<file path="config.mk">
export PLATFORM = sky130hd
export DESIGN_NAME = vga_sync_ctrl
export DESIGN_NICKNAME = d
export VERILOG_FILES = /design/src/rtl/vga_sync_ctrl.sv
export SDC_FILE = /design/constraint.sdc
export NUM_CORES = 1
export LEC_CHECK = 0
export BUFFER_PORTS_ARGS = -buffer_cell sky130_fd_sc_hd__buf_2
export CAP_MARGIN = 20
export CORE_MARGIN = 10
export CORE_UTILIZATION = 55
export CTS_CLUSTER_SIZE = 8
export DETAILED_ROUTE_END_ITERATION = 10
export GPL_ROUTABILITY_DRIVEN = 0
export PLACE_DENSITY_LB_ADDON = 0.12
export SYNTH_ARGS = -nofsm -noshare
export SYNTH_HDL_FRONTEND = slang
export SYNTH_SLANG_ARGS = --single-unit
</file>
<file path="constraint.sdc">
create_clock -name CLK_NX -period 3.25 [get_ports CLK_NX]
set_clock_uncertainty 0.1 [all_clocks]
set_input_delay 0.4875 -clock CLK_NX [delete_from_list [all_inputs] [get_ports CLK_NX]]
set_output_delay 0.4875 -clock CLK_NX [all_outputs]
set_load 0.01 [all_outputs]
</file>
<file path="src/rtl/vga_sync_ctrl.sv">
// vga_sync_ctrl - raster sequencer for the 640x480 display path.
//
// Turns the 25 MHz pixel_rate square wave into one-cycle pixel strobes in
// the CLK_NX domain and steps the horizontal/vertical counters. It also
// decodes sync, the active-video window and pixel coordinates. A run/stop
// FSM (IDLE/RUN/DRAIN) starts raster output when asked and only ever stops
// at a frame boundary.
//
// Ports:
//   CLK_NX      in   100 MHz system clock, rising edge
//   reset_n     in   asynchronous active-low reset
//   pixel_rate  in   25 MHz square wave, synchronous to CLK_NX
//   run         in   level request to produce raster
//   hsync       out  horizontal sync, active low
//   vsync       out  vertical sync, active low
//   video_on    out  high inside the visible window
//   pixel_x     out  horizontal counter (10 bits)
//   pixel_y     out  vertical counter (10 bits)
//   pixel_tick  out  one-cycle strobe per pixel
//   busy        out  high while in RUN or DRAIN
//   frame_start out  one-cycle pulse on entering (0,0)
//
// Optional feature: define VGA_FRAME_TICK_EN to build the frame_start pulse
// logic. When it is undefined, frame_start is tied low.
//
// Handshake: there is no valid/ready pair. run is a level request. It is
// sampled every cycle, but starting only happens on a pixel tick.
//
// Timing parameters must sum to at most 1024 per axis. The counters are
// 10 bits wide and that limit is not checked here.
module vga_sync_ctrl #(
  parameter int H_VIS  = 640,
  parameter int H_FP   = 16,
  parameter int H_SYNC = 96,
  parameter int H_BP   = 48,
  parameter int V_VIS  = 480,
  parameter int V_FP   = 10,
  parameter int V_SYNC = 2,
  parameter int V_BP   = 33
) (
  input  logic       CLK_NX,
  input  logic       reset_n,
  input  logic       pixel_rate,
  input  logic       run,
  output logic       hsync,
  output logic       vsync,
  output logic       video_on,
  output logic [9:0] pixel_x,
  output logic [9:0] pixel_y,
  output logic       pixel_tick,
  output logic       busy,
  output logic       frame_start
);

  localparam int H_TOT = H_VIS + H_FP + H_SYNC + H_BP;
  localparam int V_TOT = V_VIS + V_FP + V_SYNC + V_BP;

  localparam logic [9:0] H_LAST   = 10'(H_TOT - 1);
  localparam logic [9:0] V_LAST   = 10'(V_TOT - 1);
  localparam logic [9:0] H_VIS_L  = 10'(H_VIS);
  localparam logic [9:0] V_VIS_L  = 10'(V_VIS);
  localparam logic [9:0] HS_FIRST = 10'(H_VIS + H_FP);
  localparam logic [9:0] HS_LAST  = 10'(H_VIS + H_FP + H_SYNC - 1);
  localparam logic [9:0] VS_FIRST = 10'(V_VIS + V_FP);
  localparam logic [9:0] VS_LAST  = 10'(V_VIS + V_FP + V_SYNC - 1);

  typedef enum logic [1:0] {
    S_IDLE  = 2'd0,
    S_RUN   = 2'd1,
    S_DRAIN = 2'd2
  } state_t;

  state_t     state, state_nx;
  logic       pr_d;
  logic       tick;
  logic [9:0] h_cnt, v_cnt;
  logic [9:0] h_nx, v_nx;
  logic       at_end;
  logic       adv;

  // Rising-edge detect of the pixel clock: high for exactly one CLK_NX cycle.
  assign tick   = pixel_rate & ~pr_d;
  assign at_end = (h_cnt == H_LAST) && (v_cnt == V_LAST);

  always_comb begin
    state_nx = state;
    adv      = 1'b0;
    h_nx     = h_cnt;
    v_nx     = v_cnt;
    case (state)
      S_IDLE: begin
        // Position (0,0) is shown on the starting tick itself, so the
        // counters do not advance on this tick.
        if (tick && run) state_nx = S_RUN;
      end
      S_RUN: begin
        adv = tick;
        // A stop request that lands on the final-pixel tick ends the frame
        // now. It does not drain a whole extra frame.
        if (!run) state_nx = (tick && at_end) ? S_IDLE : S_DRAIN;
      end
      S_DRAIN: begin
        adv = tick;
        // Frame completion has priority over a new run request. The request
        // is picked up again from IDLE on a later tick.
        if (tick && at_end) state_nx = S_IDLE;
        else if (run)       state_nx = S_RUN;
      end
      default: state_nx = S_IDLE;
    endcase

    if (adv) begin
      if (h_cnt == H_LAST) begin
        h_nx = '0;
        v_nx = (v_cnt == V_LAST) ? '0 : v_cnt + 10'd1;
      end else begin
        h_nx = h_cnt + 10'd1;
      end
    end

    if (state_nx == S_IDLE) begin
      h_nx = '0;
      v_nx = '0;
    end
  end

  // Outputs are decoded from the next-state counters, so they change on the
  // same edge as the counters.
  always_ff @(posedge CLK_NX or negedge reset_n) begin
    if (!reset_n) begin
      state      <= S_IDLE;
      pr_d       <= 1'b0;
      h_cnt      <= '0;
      v_cnt      <= '0;
      pixel_tick <= 1'b0;
      busy       <= 1'b0;
      hsync      <= 1'b1;
      vsync      <= 1'b1;
      video_on   <= 1'b0;
    end else begin
      state      <= state_nx;
      pr_d       <= pixel_rate;
      h_cnt      <= h_nx;
      v_cnt      <= v_nx;
      pixel_tick <= tick;
      busy       <= (state_nx != S_IDLE);
      if (state_nx == S_IDLE) begin
        hsync    <= 1'b1;
        vsync    <= 1'b1;
        video_on <= 1'b0;
      end else begin
        hsync    <= !((h_nx >= HS_FIRST) && (h_nx <= HS_LAST));
        vsync    <= !((v_nx >= VS_FIRST) && (v_nx <= VS_LAST));
        video_on <= (h_nx < H_VIS_L) && (v_nx < V_VIS_L);
      end
    end
  end

  assign pixel_x = h_cnt;
  assign pixel_y = v_cnt;

`ifdef VGA_FRAME_TICK_EN
  // Pulse on the first tick out of IDLE, and on every frame wrap that stays
  // in RUN. A wrap that ends a drain goes to IDLE and does not pulse.
  logic fs_nx;
  assign fs_nx = tick & run & ((state == S_IDLE) | ((state == S_RUN) & at_end));

  always_ff @(posedge CLK_NX or negedge reset_n) begin
    if (!reset_n) frame_start <= 1'b0;
    else          frame_start <= fs_nx;
  end
`else
  assign frame_start = 1'b0;
`endif

endmodule

</file>
==> impl_metrics.toml <==
[drt]
first_pass_iters = 4
ant_nets = 0
drtIter0Drc = 153
viasPerCell = 5.63
wire_per_inst_um = 15.1
wl_um = 3900
vias = 1453
drc = 0

[finish]
nFillCells = 261
layout-drive-gt1-share_pct = 21.5
final_area_um2 = 1950
area_growth_pct = 12.8
layout.nets = 226
antenna_cells = 0
final_util_pct = 64.5

[place]
place_area_um2 = 1900
place_hpwl_um = 2950
io_buffers = 28
pre_cts_slack_ns = 0.533

[global_route]
use_met1_pct = 17.0
grt.overflow.total = 0
met2_usage_pct = 21.9
met3_usage_pct = 3.54
grt_pass1_wl_um = 6770
grt-busiest-layer = "met2"
antenna_found_initial = 0
grt_pass1_vias = 1449
track_usage_pct = 13.6
grt_max_degree = 29

[synthesis]
synth-edff-count = 0
avgSynthCellArea_um2 = 9.26
syn_area_um2 = 1730
yosysSeqAreaShare_pct = 40.6
synth_top_cell_area_share_pct = 37.6
synth_top_cell_by_area = "dfrtp_1"
synth-seq-cells = 28
ys_warn_count = 0
synthArstFlopShare_pct = 100
ys_types = 51
yosys-top-cells-area = "dfrtp_1 38%, nor2_1 6.5%, ha_1 5.1%"
synth_common_cells = "30 x nor2_1, 26 x dfrtp_1, 15 x nand2_1"
synth_nets = 198
syn-instance-count = 187
ys.flop_type = "dfrtp_1"
yosysMostFrequentCell = "nor2_1"

[clocking]
htree_levels = 1
cts_inserted_buffers = 3
ctsResizeCount = 0
cts_tree = "done"
clock-root-buffer = "clkbuf_4"
path_clk_slew_ns = 0.16
hold_buffers = 0
postCtsSetupBuffers = 0
cts_max_path_buffers = 2
clock_sinks = 28
clock_latency_ns = 0.34

[floorplan]
rows = 20
num_io_pins = 30
dieArea_um2 = 5790
initial_utilization_pct = 57.2
die_x_um = 76.1
core-area_um2 = 3030
die_y_um = 76.1

[job]
maxCapViolCount = 0

[sta]
worst_slack_ns = 0.509
post-route-period-util_pct = 84.3
tightest_slew_ns = 0.621
max_slew_margin_pct = 58.6
fmax_ghz = 0.365
setup_viol = 0
rsz0062_at_grt = "false"
min_period_ns = 2.74
setup_tns_ns = 0
hold_viol_final = 0
slew_violations = 0

[critical_path]
path_cells = "inv_1, ha_1, nor4bb_1, nand4_1, or4_4, a21oi_2, buf_4, nand2b_1, nor2_1"
critPathLaunchType = "flop"
max_stage_delay_ns = 0.59
worstSetupPathType = "reg -> reg"
critPathMaxFanout = 12
critPathRequiredTime_ns = 3.36
critPathCaptureType = "flop"
arrival_ns = 2.86
cp_slowest_cell = "or4_4"

[hold_path]
min_path_type = "in -> async"

[power_and_ir_drop]
p_leak_nw = 0.885
p_total_w = 0.000972
power_density_nw_per_um2 = 498
vdd_drop_max_mv = 0.260

[run_status]
status = "completed"
## state kept, by name (all words and copies together) (netlist names)
signal	flops
pr_d	1
pixel_x	10
video_on	1
busy	1
pixel_tick	1
hsync	1
pixel_y	10
state	2
vsync	1
## logic make-up (layout without fill, tap and decap cells)
| group | Yosys count | after routing | share of synthesized area (%) |
|---|---|---|---|
| flops | 28 | 28 | 40.6 |
| compound gates | 30 | 30 | 12.0 |
| simple gates | 85 | 85 | 27.4 |
| xor+xnor | 17 | 17 | 8.60 |
| mux | 3 | 3 | 1.81 |
| fa+ha+maj | 7 | 7 | 5.06 |
| other cells | 1 | 1 | 0.217 |
| buf+inv | 16 | 43 | 4.34 |
## routing by layer
metal	routed length [um]	share of wire, %
met5	0	0
met1	1840	47
met2	1800	46
met3	170	4.4
met4	91	2.3
## power by group
part | switching (W) | total (W) | leakage (nW) | internal, W
logic | 0.000214 | 0.000331 | 0.482 | 0.000118
clock network | 0.000104 | 0.000229 | 0.0279 | 0.000125
registers | 0.0000332 | 0.000412 | 0.374 | 0.000378
total | 0.000351 | 0.000972 | 0.885 | 0.000621
## through the flow
| step | hold WS, ns | cells |
|---|---|---|
| after detailed placement | 0.390 | 254 |
| after global routing | 0.0519 | 258 |
| after global placement | 0.394 | 254 |
| after CTS | 0.0507 | 258 |
| after floorplan | 0.0919 | 187 |
| final | 0.0304 | 258 |
## cell usage in the layout (no fill, tap or decap), drive strengths merged, types with 5 or more instances in the layout
cell	n
nor2	30
buf	30
dfrtp	26
nand2	15
a21oi	11
nand4	10
inv	9
xor2	9
xnor2	8
ha	7
nor3	5
nand3	5
## final cells by class
type / instances / area (um2) / area share [%]
inverters: 9 / 33.8 / 1.73
multi-input cells: 143 / 953 / 48.8
flip-flops and latches: 28 / 703 / 36.0
clock buffers: 3 / 22.5 / 1.15
clock inverters: 1 / 30.0 / 1.54
well taps: 44 / 55.1 / 2.82
repair buffers: 30 / 155 / 7.94
## critical path: cells and delay by family, from the launching register on
kind,cells,cell delay (ns)
and+or+nand+nor,5,1.47
buffers and inverters,2,0.32
DFF,1,0.47
AOI/OAI and AO/OA,1,0.13
adders and majority gates,1,0.13
## worst paths after layout
kind | startpoint | endpoint | slack [ns] | cells past startpoint
max in group asynchronous | reset_n | pixel_y[6]$_DFF_PN0_ | 2.59 | 1
min in group CLK_NX | pixel_rate | pr_d$_DFF_PN0_ | 0.21 | 1
hold reg to reg | pr_d$_DFF_PN0_ | pixel_tick$_DFF_PN0_ | 0.42 | 1
hold / removal | reset_n | pixel_y[8]$_DFF_PN0_ | 0.03 | 1
setup reg to reg | pixel_y[0]$_DFF_PN0_ | pixel_y[5]$_DFF_PN0_ | 0.51 | 9
setup / recovery | pixel_y[0]$_DFF_PN0_ | pixel_y[5]$_DFF_PN0_ | 0.51 | 9
(Power assumes the default switching activity.)
